--- config.mk ---
export PLATFORM = sky130hd
export DESIGN_NAME = uart_tx_serializer_flat
export DESIGN_NICKNAME = d
export VERILOG_FILES = /design/src/rtl/uart_tx_serializer_if.sv /design/src/rtl/uart_tx_serializer.sv /design/src/flat_wrapper.sv
export SDC_FILE = /design/constraint.sdc
export NUM_CORES = 1
export LEC_CHECK = 0
export BUFFER_PORTS_ARGS = -buffer_cell sky130_fd_sc_hd__buf_2
export CORE_ASPECT_RATIO = 0.75
export CORE_MARGIN = 8
export CORE_UTILIZATION = 56
export CTS_BUF_LIST = sky130_fd_sc_hd__clkbuf_4 sky130_fd_sc_hd__clkbuf_8 sky130_fd_sc_hd__clkbuf_16
export CTS_CLUSTER_SIZE = 10
export DETAILED_ROUTE_END_ITERATION = 10
export GPL_TIMING_DRIVEN = 0
export MAX_ROUTING_LAYER = met4
export PLACE_DENSITY = 0.74
export SLEW_MARGIN = 20
export SYNTH_ARGS = -nofsm -noshare
export SYNTH_HDL_FRONTEND = slang
export SYNTH_SLANG_ARGS = --single-unit
--- constraint.sdc ---
create_clock -name clk -period 2.4 [get_ports clk]
set_clock_uncertainty 0.05 [all_clocks]
set_input_delay 0.24 -clock clk [delete_from_list [all_inputs] [get_ports clk]]
set_output_delay 0.24 -clock clk [all_outputs]
set_load 0.05 [all_outputs]
--- src/rtl/uart_tx_serializer_if.sv ---
// Handshake and serial-line bundle for uart_tx_serializer.
// The master drives words in; the slave (the serializer) drives the line and status.
interface uart_tx_serializer_if #(
  parameter int DATA_W = 8
);
  logic [DATA_W-1:0] tx_data;
  logic              tx_valid;
  logic              tx_ready;
  logic              txd;
  logic              busy;

  modport master (
    output tx_data,
    output tx_valid,
    input  tx_ready,
    input  txd,
    input  busy
  );

  modport slave (
    input  tx_data,
    input  tx_valid,
    output tx_ready,
    output txd,
    output busy
  );
endinterface

--- src/rtl/uart_tx_serializer.sv ---
// UART transmitter: start bit, DATA_W bits LSB first, stop bit; all outputs registered.
// Define UART_TX_PARITY_EN to insert an even-parity bit between the MSB and the stop bit.
module uart_tx_serializer #(
  parameter int DATA_W       = 8,
  parameter int CLKS_PER_BIT = 16
) (
  input  logic                  clk,
  input  logic                  rst,
  uart_tx_serializer_if.slave   bus
);

  localparam int CNT_W = $clog2(CLKS_PER_BIT);
  localparam int IDX_W = $clog2(DATA_W + 1);
  localparam logic [CNT_W-1:0] CNT_LAST = CNT_W'(CLKS_PER_BIT - 1);
  localparam logic [IDX_W-1:0] IDX_LAST = IDX_W'(DATA_W - 1);

`ifdef UART_TX_PARITY_EN
  typedef enum logic [2:0] {IDLE, START, DATA, PARITY, STOP} state_t;
`else
  typedef enum logic [2:0] {IDLE, START, DATA, STOP} state_t;
`endif

  state_t              r_state;
  logic [DATA_W-1:0]   r_shiftReg;
  logic [CNT_W-1:0]    r_bitCnt;
  logic [IDX_W-1:0]    r_bitIdx;
  logic                r_txd;
  logic                r_ready;
  logic                r_busy;
`ifdef UART_TX_PARITY_EN
  logic                r_parity;
`endif

  logic w_bitEnd;

  assign w_bitEnd = (r_bitCnt == CNT_LAST);

  // txd is loaded one state ahead so the line changes on the same edge as the state.
  always_ff @(posedge clk or negedge rst) begin
    if (!rst) begin
      r_state    <= IDLE;
      r_shiftReg <= '0;
      r_bitCnt   <= '0;
      r_bitIdx   <= '0;
      r_txd      <= 1'b1;
      r_ready    <= 1'b1;
      r_busy     <= 1'b0;
`ifdef UART_TX_PARITY_EN
      r_parity   <= 1'b0;
`endif
    end else begin
      if (r_state != IDLE) begin
        r_bitCnt <= w_bitEnd ? '0 : r_bitCnt + 1'b1;
      end

      case (r_state)
        IDLE: begin
          if (bus.tx_valid) begin
            r_shiftReg <= bus.tx_data;
            r_bitCnt   <= '0;
            r_bitIdx   <= '0;
            r_txd      <= 1'b0;
            r_ready    <= 1'b0;
            r_busy     <= 1'b1;
            r_state    <= START;
`ifdef UART_TX_PARITY_EN
            r_parity   <= ^bus.tx_data;
`endif
          end
        end

        START: begin
          if (w_bitEnd) begin
            r_txd   <= r_shiftReg[0];
            r_state <= DATA;
          end
        end

        DATA: begin
          if (w_bitEnd) begin
            r_shiftReg <= r_shiftReg >> 1;
            r_bitIdx   <= r_bitIdx + 1'b1;
            if (r_bitIdx == IDX_LAST) begin
`ifdef UART_TX_PARITY_EN
              r_txd   <= r_parity;
              r_state <= PARITY;
`else
              r_txd   <= 1'b1;
              r_state <= STOP;
`endif
            end else begin
              r_txd <= r_shiftReg[1];
            end
          end
        end

`ifdef UART_TX_PARITY_EN
        PARITY: begin
          if (w_bitEnd) begin
            r_txd   <= 1'b1;
            r_state <= STOP;
          end
        end
`endif

        STOP: begin
          if (w_bitEnd) begin
            r_ready <= 1'b1;
            r_busy  <= 1'b0;
            r_state <= IDLE;
          end
        end

        default: begin
          r_txd   <= 1'b1;
          r_ready <= 1'b1;
          r_busy  <= 1'b0;
          r_state <= IDLE;
        end
      endcase
    end
  end

  assign bus.txd      = r_txd;
  assign bus.tx_ready = r_ready;
  assign bus.busy     = r_busy;

endmodule

--- src/flat_wrapper.sv ---
// flat-port wrapper written by rule: the top's interface ports become plain ports
module uart_tx_serializer_flat 
#(
  parameter int DATA_W       = 8,
  parameter int CLKS_PER_BIT = 16
)
  (clk, rst, bus_tx_data, bus_tx_valid, bus_tx_ready, bus_txd, bus_busy);
  uart_tx_serializer_if #(.DATA_W(DATA_W)) bus_i ();
  input  logic clk;
  input  logic rst;
  input wire logic [$bits(bus_i.tx_data)-1:0] bus_tx_data;
  input wire logic [$bits(bus_i.tx_valid)-1:0] bus_tx_valid;
  output wire logic [$bits(bus_i.tx_ready)-1:0] bus_tx_ready;
  output wire logic [$bits(bus_i.txd)-1:0] bus_txd;
  output wire logic [$bits(bus_i.busy)-1:0] bus_busy;
  assign bus_i.tx_data = bus_tx_data;
  assign bus_i.tx_valid = bus_tx_valid;
  assign bus_tx_ready = bus_i.tx_ready;
  assign bus_txd = bus_i.txd;
  assign bus_busy = bus_i.busy;
  uart_tx_serializer #(.DATA_W(DATA_W), .CLKS_PER_BIT(CLKS_PER_BIT)) u_core (.clk(clk), .rst(rst), .bus(bus_i));
endmodule
==> results of run 1 <==
[power by group through the flow]
stage | combinational, W | clock [W] | sequential [W]
CTS | 0.000960 | 0.000190 | 0.000637
detailed placement | 0.000952 | 0 | 0.000645
finish | 0.000947 | 0.000180 | 0.000636
floorplan | 0.000684 | 0 | 0.000707
global route | 0.00106 | 0.000198 | 0.000662
global placement | 0.000920 | 0 | 0.000635
[synth_stat cells]
library cell / n / area [sq um]
a32o_1: 2 / 20.0
dfstp_2: 2 / 52.6
a221o_2: 1 / 11.3
buf_2: 1 / 5.00
xnor2_1: 1 / 8.76
inv_1: 6 / 22.5
a211oi_1: 1 / 7.51
buf_1: 1 / 3.75
o21bai_4: 1 / 18.8
mux2_1: 2 / 22.5
nand3_1: 5 / 25.0
and3_2: 1 / 7.51
a21oi_1: 12 / 60.1
o31ai_1: 2 / 15.0
mux2i_1: 7 / 70.1
nor2b_1: 2 / 12.5
nor2b_4: 1 / 13.8
nand3b_1: 1 / 7.51
o311ai_0: 1 / 8.76
o22ai_1: 2 / 12.5
buf_4: 2 / 15.0
o21ai_1: 1 / 5.00
dfrtp_1: 19 / 475
ha_1: 7 / 87.6
nand2_1: 10 / 37.5
a21o_1: 3 / 22.5
nor2_1: 13 / 48.8
nor3_1: 1 / 5.00
a211oi_2: 1 / 12.5
o21ai_0: 6 / 30.0
[how the worst min path moves through the flow]
stage,startpoint,to,slack [ns],depth (start not counted)
floorplan,rst,u_core.bus.busy$_DFFE_PN0P_,-0.11,0
global route,bus_tx_data[7],u_core.r_shiftReg[7]$_DFFE_PN0P_,0.11,3
CTS,bus_tx_data[7],u_core.r_shiftReg[7]$_DFFE_PN0P_,0.11,3
detailed placement,rst,u_core.r_bitIdx[3]$_DFFE_PN0P_,0.17,1
global placement,rst,u_core.r_bitIdx[3]$_DFFE_PN0P_,0.17,1
finish,bus_tx_data[7],u_core.r_shiftReg[7]$_DFFE_PN0P_,0.12,3
[through the flow]
step | instances | util [%] | setup slack (ns) | hold slack (ns) | total power [W]
floorplan | 115 | - | 0.525 | -0.106 | 0.00139
global placement | 152 | 63.2 | 0.442 | 0.166 | 0.00156
detailed placement | 152 | 63.2 | 0.399 | 0.167 | 0.00160
CTS | 157 | 65.2 | 0.358 | 0.111 | 0.00179
global route | 157 | 65.2 | 0.294 | 0.114 | 0.00192
finish | 157 | 65.2 | 0.376 | 0.116 | 0.00176
[worst max-delay path, delay by kind of cell, from the launching register on]
kind	cells	cell delay, ns
flops	1	0.44
mux	1	0.32
buf+inv	2	0.25
simple gates	1	0.15
compound gates	2	0.51
fa+ha+maj	1	0.20
[what timing repair did]
item,4_1_cts,5_1_grt
hold endpoints to repair,19,0
hold buffers,1,0
resized for setup,0,0
[kinds of logic (layout without fill, tap and decap cells)]
family / count (synthesis) / in the layout / share of synthesized area [%]
XOR/XNOR: 1 / 1 / 0.765
adder cells (fa/ha/maj): 7 / 7 / 7.65
buffers and inverters: 10 / 28 / 4.04
multiplexers: 9 / 9 / 8.09
flip-flops: 21 / 21 / 46.1
AND/OR/NAND/NOR: 34 / 34 / 13.8
AO/OA/AOI/OAI: 33 / 33 / 19.6
[metal layers]
metal	GRT usage (%)	routed length, um	share of wire, %	vias to the layer above
met2	23.3	1020	47	17
met4	5.08	17	0.79	0
met1	14.8	1040	48	411
met5	-	0	0	-
met3	4.83	80	3.7	2
li1	-	-	-	443
[flip-flops by register name (all words and copies together) (netlist names)]
name                 flops
u_core.r_shiftReg        8
u_core.r_bitCnt          4
u_core.bus.txd           1
u_core.bus.tx_ready      1
u_core.r_bitIdx          4
u_core.r_state           2
u_core.bus.busy          1
[layout make-up]
cell class | instances | share of cell area (%)
sequential | 21 | 41.3
inverter | 6 | 1.76
tap | 24 | 2.35
buffer | 4 | 1.86
clock buffer | 4 | 2.35
multi-input combinational | 84 | 44.6
timing repair buffer | 14 | 5.87
==> impl_metrics.toml, run 1 <==
[status]
outcome = "finished clean"

[routing]
wirelength_um = 2150
ant_nets = 0
vias = 873
via_per_inst = 5.56
routedWlPerCell_um = 13.7
drtIter0Drc = 33
route.detailed.drc = 0
dr.pass1.iters = 4

[global_routing]
grt_pass1_wl_um = 3720
grt_max_degree = 22
grt.total_usage_pct = 13.8
grt_pass1_vias = 858
grt_antenna_before_repair = 0
grt_overflow = 0

[synthesis]
syn_nets = 133
synth_warnings = 0
ys_ff_latch = 21
syn_avg_cell_area_sq_um = 9.96
syn-cell-area_sq_um = 1140
yosys.cell_types.count = 30
synthCells = 115
ys_seq_area_share_pct = 46.1

[power_and_ir_drop]
p_int_w = 0.000986
p_seq_share_pct = 36.1
vdd_drop_max_mv = 0.778
combinationalPowerShare_pct = 53.7
sw_frac_of_total_pct = 44.1
p_leak_nw = 0.592
power_density_nw_per_um2 = 1380
p_clk_share_pct = 10.2
power_switching_w = 0.000777

[floorplanning]
initial_core_util_pct = 58.4
dieArea_sq_um = 3760
num_rows = 14
ios = 14
die_w_um = 68.2
die-height_um = 55.2
core_sq_um = 1960

[clocking]
clock_latency_ns = 0.30
clockRootBuffer = "clkbuf_4"
clk_pin_slew_ns = 0.11
cts_sinks = 21
clockBufferDepth = 2
post_cts_buffers = 0
h-tree-depth = 1
cts_made_buffers = 3
cts_tree = "yes"

[critical_path]
crit_arrival_ns = 2.17
crit_type = "flip-flop to flip-flop"
crit_fanout = 10
critPathMaxStageDelay_ns = 0.44
critPathCaptureType = "flip-flop"
required_ns = 2.55
crit_chain = "inv_1 -> ha_1 -> buf_4 -> nor2b_4 -> o21bai_4 -> a221o_2 -> mux2_1"
r2r_cells = 7
crit_end = "u_core.r_state[1]$_DFFE_PN0P_"
r2r-end = "u_core.r_state[1]$_DFFE_PN0P_"
start_kind = "flip-flop"
crit_path_start = "u_core.r_state[0]$_DFFE_PN0P_"
r2r_slack_ns = 0.38
crit_slowest_cell = "dfrtp_1"
r2r_start = "u_core.r_state[0]$_DFFE_PN0P_"

[final_layout]
mostFrequentLayoutCells = "dfrtp_1 (19), buf_2 (14), nor2_1 (13)"
area_delta_synth_final_pct = 11.8
seq_area_sq_um = 528
final_area_sq_um = 1280
mostFrequentLayoutCell = "dfrtp_1"
layout-drive-gt1-share_pct = 20.3
nFillCells = 167
diodes = 0
multi_input_area_sq_um = 571
layout.nets = 152

[timing]
min_period_ns = 2.02
post-route-period-util_pct = 84.4
hold_viol_final = 0
slew_headroom_pct = 59.1
fmax_mhz = 494
grt_setup_unrepaired = "no"
maxSlewViolCount = 0
tightest_slew_ns = 0.613
setup_violations = 0
fin_tns_setup_ns = 0

[job]
max-cap-violations = 0

[placement]
dp_hpwl_um = 1610
gp_congestion = 0.788
portBuffers = 13
placed_cell_area_sq_um = 1240

[hold_path]
hold_path_class = "input pin to flip-flop"
No activity file was read; power rests on OpenSTA's default activity.
==> run 2: changes to the inputs <==
==> constraint.sdc (replaced) <==
create_clock -name clk -period 1.9 [get_ports clk]
set_clock_uncertainty 0.05 [all_clocks]
set_input_delay 0.19 -clock clk [delete_from_list [all_inputs] [get_ports clk]]
set_output_delay 0.19 -clock clk [all_outputs]
set_load 0.05 [all_outputs]
==> impl_metrics.toml, run 2 (synthesis gave the netlist of run 1 again) <==
[status]
outcome = "finished clean"

[critical_path]
crit_fanout = 7
critPathMaxStageDelay_ns = 0.40
crit_arrival_ns = 2.01
crit_type = "flip-flop to flip-flop"
start_kind = "flip-flop"
crit_slowest_cell = "dfrtp_1"
required_ns = 2.05
critPathCaptureType = "flip-flop"
crit_chain = "inv_2 -> ha_4 -> buf_6 -> nor2b_4 -> o21bai_4 -> a221o_2 -> mux2_4"

[routing]
routedWlPerCell_um = 14.6
wirelength_um = 2340
ant_nets = 0
drtIter0Drc = 67
route.detailed.drc = 0
dr.pass1.iters = 4
vias = 902
via_per_inst = 5.64

[final_layout]
multi_input_area_sq_um = 603
fin_util_pct = 68.2
nFillCells = 161
mostFrequentLayoutCell = "dfrtp_1"
layout.nets = 155
top_register = "u_core.r_shiftReg"
largest_reg_flops = 8
layout-drive-gt1-share_pct = 27.9
mostFrequentLayoutCells = "dfrtp_1 (19), buf_2 (14), nor2_1 (12), a21oi_1 (12), nand2_1 (10)"
reg_top3 = "u_core.r_shiftReg x8, u_core.r_bitCnt x4, u_core.r_bitIdx x4"
final_area_sq_um = 1340
area_delta_synth_final_pct = 16.9
diodes = 0
seq_area_sq_um = 528

[floorplanning]
ios = 14
core_sq_um = 1960
dieArea_sq_um = 3760
die-height_um = 55.2
num_rows = 14
initial_core_util_pct = 58.4
die_w_um = 68.2

[timing]
maxSlewViolCount = 0
hold_viol_final = 0
post-route-period-util_pct = 97.6
slew_headroom_pct = 59.0
fmax_mhz = 539
grt_setup_unrepaired = "no"
min_period_ns = 1.85
holdWs_ns = 0.0616
tightest_slew_ns = 0.615
setup_violations = 0

[global_routing]
grt_pass1_wl_um = 3830
grt_overflow = 0
grt_pass1_vias = 872
grt_antenna_before_repair = 0
grt_max_degree = 22
grt.total_usage_pct = 14.2

[job]
max-cap-violations = 0

[clocking]
cts_sinks = 21
clk_pin_slew_ns = 0.11
clock_latency_ns = 0.30
cts_made_buffers = 3
clockBufferDepth = 2
cts_tree = "yes"
h-tree-depth = 1
clockRootBuffer = "clkbuf_4"

[placement]
dp_hpwl_um = 1610
placed_cell_area_sq_um = 1240
gp_congestion = 0.788
portBuffers = 13

[power_and_ir_drop]
power.total_w = 0.00242
p_leak_nw = 0.613
power_density_nw_per_um2 = 1810
vdd_drop_max_mv = 0.994

[hold_path]
hold_path_class = "input pin to flip-flop"
-- run 2: critical path: cells and delay by family, from the launching register on --
kind | cells | cell delay [ns]
AND/OR/NAND/NOR | 1 | 0.14
adder cells (fa/ha/maj) | 1 | 0.16
multiplexers | 1 | 0.31
flip-flops | 1 | 0.40
buffers and inverters | 2 | 0.18
AO/OA/AOI/OAI | 2 | 0.52
-- run 2: path summary, 6_finish.rpt --
path	to	start	cells after the start	slack, ns
worst max-delay path	u_core.r_state[1]$_DFFE_PN0P_	u_core.r_state[0]$_DFFE_PN0P_	7	0.05
worst min-delay path	u_core.r_shiftReg[7]$_DFFE_PN0P_	bus_tx_data[7]	3	0.06
worst max register to register	u_core.r_state[1]$_DFFE_PN0P_	u_core.r_state[0]$_DFFE_PN0P_	7	0.05
worst min register to register	u_core.bus.txd$_DFFE_PN1P_	u_core.bus.txd$_DFFE_PN1P_	2	0.45
max in group asynchronous	u_core.bus.txd$_DFFE_PN1P_	rst	2	1.15
min in group asynchronous	u_core.r_shiftReg[6]$_DFFE_PN0P_	rst	2	0.30
-- run 2: area by class of cell --
cell class                      count  share of cell area [%]
Timing Repair Buffer               17                    7.29
Sequential cell                    21                    39.4
Inverter                            6                    1.68
Tap cell                           24                    2.24
Multi-Input combinational cell     84                    45.0
Buffer                              4                    2.06
Clock buffer                        4                    2.24
-- run 2: metrics by stage --
stage / std cells / TNS [ns] / setup slack, ns
after floorplan: 115 / 0 / 0.0249
after global placement: 152 / -0.112 / -0.0576
after detailed placement: 152 / -0.198 / -0.101
after CTS: 159 / -0.00117 / -0.00117
after global routing: 160 / 0 / 0.0107
final: 160 / 0 / 0.0453
-- run 2: routing by layer --
| layer | share of wire [%] | global-route usage [%] | wire length, um |
|---|---|---|---|
| met1 | 46 | 15.7 | 1080 |
| met4 | 0.68 | 5.08 | 16 |
| met5 | 0 | - | 0 |
| met2 | 48 | 23.6 | 1130 |
| met3 | 4.7 | 4.83 | 111 |
-- run 2: timing repair --
| action | in CTS | in global routing |
|---|---|---|
| resized for setup | 2 | 8 |
| hold buffers | 1 | 0 |
| buffers inserted | 2 | 1 |
| hold endpoints to repair | 19 | 0 |
| endpoints found under the setup margin | 2 | 6 |
| pin swaps | 0 | 0 |
-- run 2: where the power goes --
| group | internal [W] | switching (W) | total, W |
|---|---|---|---|
| Combinational | 0.000614 | 0.000779 | 0.00139 |
| Clock | 0.0000962 | 0.000136 | 0.000232 |
| Sequential | 0.000657 | 0.000138 | 0.000795 |
==> run 3: changes to the inputs <==
--- a/config.mk
+++ b/config.mk
@@ -9,7 +9,6 @@
 export CORE_ASPECT_RATIO = 0.75
 export CORE_MARGIN = 8
 export CORE_UTILIZATION = 56
-export CTS_BUF_LIST = sky130_fd_sc_hd__clkbuf_4 sky130_fd_sc_hd__clkbuf_8 sky130_fd_sc_hd__clkbuf_16
 export CTS_CLUSTER_SIZE = 10
 export DETAILED_ROUTE_END_ITERATION = 10
 export GPL_TIMING_DRIVEN = 0
==> impl_metrics.toml, run 3 (synthesis gave the netlist of run 1 again) <==
[floorplanning]
core_sq_um = 1960
initial_core_util_pct = 58.4
ios = 14
dieArea_sq_um = 3760
die-height_um = 55.2
num_rows = 14
die_w_um = 68.2

[timing]
tightest_slew_ns = 0.613
fmax_mhz = 537
post-route-period-util_pct = 98.0
min_period_ns = 1.86
setup_violations = 0
slew_headroom_pct = 59.1
maxSlewViolCount = 0
hold_viol_final = 0
grt_setup_unrepaired = "no"

[power_and_ir_drop]
p_leak_nw = 0.610
power_density_nw_per_um2 = 1800
vdd_drop_max_mv = 1.14

[global_routing]
grt_pass1_vias = 872
grt_antenna_before_repair = 0
grt.total_usage_pct = 14.1
grt_pass1_wl_um = 3830
grt_max_degree = 22
grt_overflow = 0

[clocking]
clk_pin_slew_ns = 0.11
clock_latency_ns = 0.30
h-tree-depth = 1
cts_sinks = 21
clockRootBuffer = "clkbuf_4"
cts_tree = "yes"
clockBufferDepth = 2
cts_made_buffers = 3

[final_layout]
area_delta_synth_final_pct = 16.6
final_area_sq_um = 1340
diodes = 0
reg_top3 = "u_core.r_shiftReg x8, u_core.r_bitCnt x4, u_core.r_bitIdx x4"
largest_reg_flops = 8
layout-drive-gt1-share_pct = 27.2
layout.nets = 155
fin_util_pct = 68.0
mostFrequentLayoutCell = "dfrtp_1"
fin_cells = 160
mostFrequentLayoutCells = "dfrtp_1 (19), buf_2 (14), nor2_1 (12), a21oi_1 (12), nand2_1 (10)"
nFillCells = 162
top_register = "u_core.r_shiftReg"

[critical_path]
crit_fanout = 7
path_depth = 7
r2r_start = "u_core.r_state[0]$_DFFE_PN0P_"
timing.critical_path.buf_inv = 2
critPathMaxStageDelay_ns = 0.40
crit_slowest_cell = "dfrtp_1"
crit_type = "flip-flop to flip-flop"
critPathCaptureType = "flip-flop"
start_kind = "flip-flop"
crit_chain = "inv_2 -> ha_4 -> buf_6 -> nor2b_4 -> o21bai_4 -> a221o_2 -> mux2_4"
required_ns = 2.05
r2r_slack_ns = 0.04
r2r-end = "u_core.r_state[1]$_DFFE_PN0P_"
crit_family = "compound AO/OA/AOI/OAI gates"
r2r_cells = 7
crit_arrival_ns = 2.01

[routing]
routedWlPerCell_um = 14.4
dr.pass1.iters = 4
ant_nets = 0
via_per_inst = 5.53
wirelength_um = 2310
drtIter0Drc = 56
vias = 885
route.detailed.drc = 0

[placement]
placed_cells = 152
portBuffers = 13
dp_hpwl_um = 1610
gp_congestion = 0.788
placed_cell_area_sq_um = 1240

[job]
max-cap-violations = 0

[hold_path]
holdPathEnd = "u_core.r_shiftReg[7]$_DFFE_PN0P_"
hold_path_class = "input pin to flip-flop"
hold_start = "bus_tx_data[7]"
min_path_cells = 3

[status]
outcome = "finished clean"
[run 3: cell counts in the layout (fill, tap and decap cells not counted)]
Identical to the previous run, type by type.
[run 3: area by class of cell]
| type | instances | area [sq um] | area share [%] |
|---|---|---|---|
| Multi-Input combinational cell | 84 | 603 | 45.2 |
| Sequential cell | 21 | 528 | 39.6 |
| Timing Repair Buffer | 17 | 97.6 | 7.31 |
| Tap cell | 24 | 30.0 | 2.25 |
| Buffer | 4 | 27.5 | 2.06 |
| Clock buffer | 4 | 26.3 | 1.97 |
| Inverter | 6 | 22.5 | 1.69 |
[run 3: layer usage]
metal | up-vias | GRT usage [%] | share of wire (%) | wire length (um)
li1 | 447 | - | - | -
met2 | 12 | 23.8 | 48 | 1110
met1 | 424 | 15.8 | 48 | 1110
met4 | 0 | 4.07 | 0.69 | 16
met5 | - | - | 0 | 0
met3 | 2 | 4.83 | 3.2 | 75
[run 3: worst register-to-register path: stages, from the launching register on]
cell and delay [ns]:
dfrtp_1 0.40, inv_2 0.07, ha_4 0.16, buf_6 0.11, nor2b_4 0.14, o21bai_4 0.18, a221o_2 0.34, mux2_4 0.31
[run 3: per-stage QoR]
step	TNS [ns]	hold slack, ns	total power, W	worst slack, ns
global route	0	0.0660	0.00260	0.00431
detailed placement	-0.198	0.117	0.00202	-0.101
floorplan	0	-0.156	0.00176	0.0249
global placement	-0.112	0.116	0.00196	-0.0576
CTS	-0.000248	0.0670	0.00229	-0.000248
finish	0	0.0628	0.00240	0.0385
[run 3: repair_timing]
item | in CTS | in global routing
endpoints found under the hold margin | 19 | 0
hold buffers | 1 | 0
gates resized for setup | 2 | 8
endpoints found under the setup margin | 2 | 6
setup buffers | 2 | 1
pin swaps | 0 | 0
[run 3: where the power goes]
| part | internal (W) | total, W | switching (W) |
|---|---|---|---|
| clock | 0.0000819 | 0.000214 | 0.000132 |
| sequential | 0.000657 | 0.000795 | 0.000138 |
| combinational | 0.000613 | 0.00139 | 0.000777 |
[run 3: worst max-delay path by stage]
stage / from / end / slack [ns]
after global placement: u_core.r_state[0]$_DFFE_PN0P_ / u_core.r_state[1]$_DFFE_PN0P_ / -0.06
after detailed placement: u_core.r_state[0]$_DFFE_PN0P_ / u_core.r_state[1]$_DFFE_PN0P_ / -0.10
final: u_core.r_state[0]$_DFFE_PN0P_ / u_core.r_state[1]$_DFFE_PN0P_ / 0.04
after floorplan: u_core.r_state[0]$_DFFE_PN0P_ / u_core.r_state[0]$_DFFE_PN0P_ / 0.02
after global routing: u_core.r_state[0]$_DFFE_PN0P_ / u_core.r_state[1]$_DFFE_PN0P_ / 0.004
after CTS: u_core.r_state[0]$_DFFE_PN0P_ / u_core.r_state[1]$_DFFE_PN0P_ / -0.0002
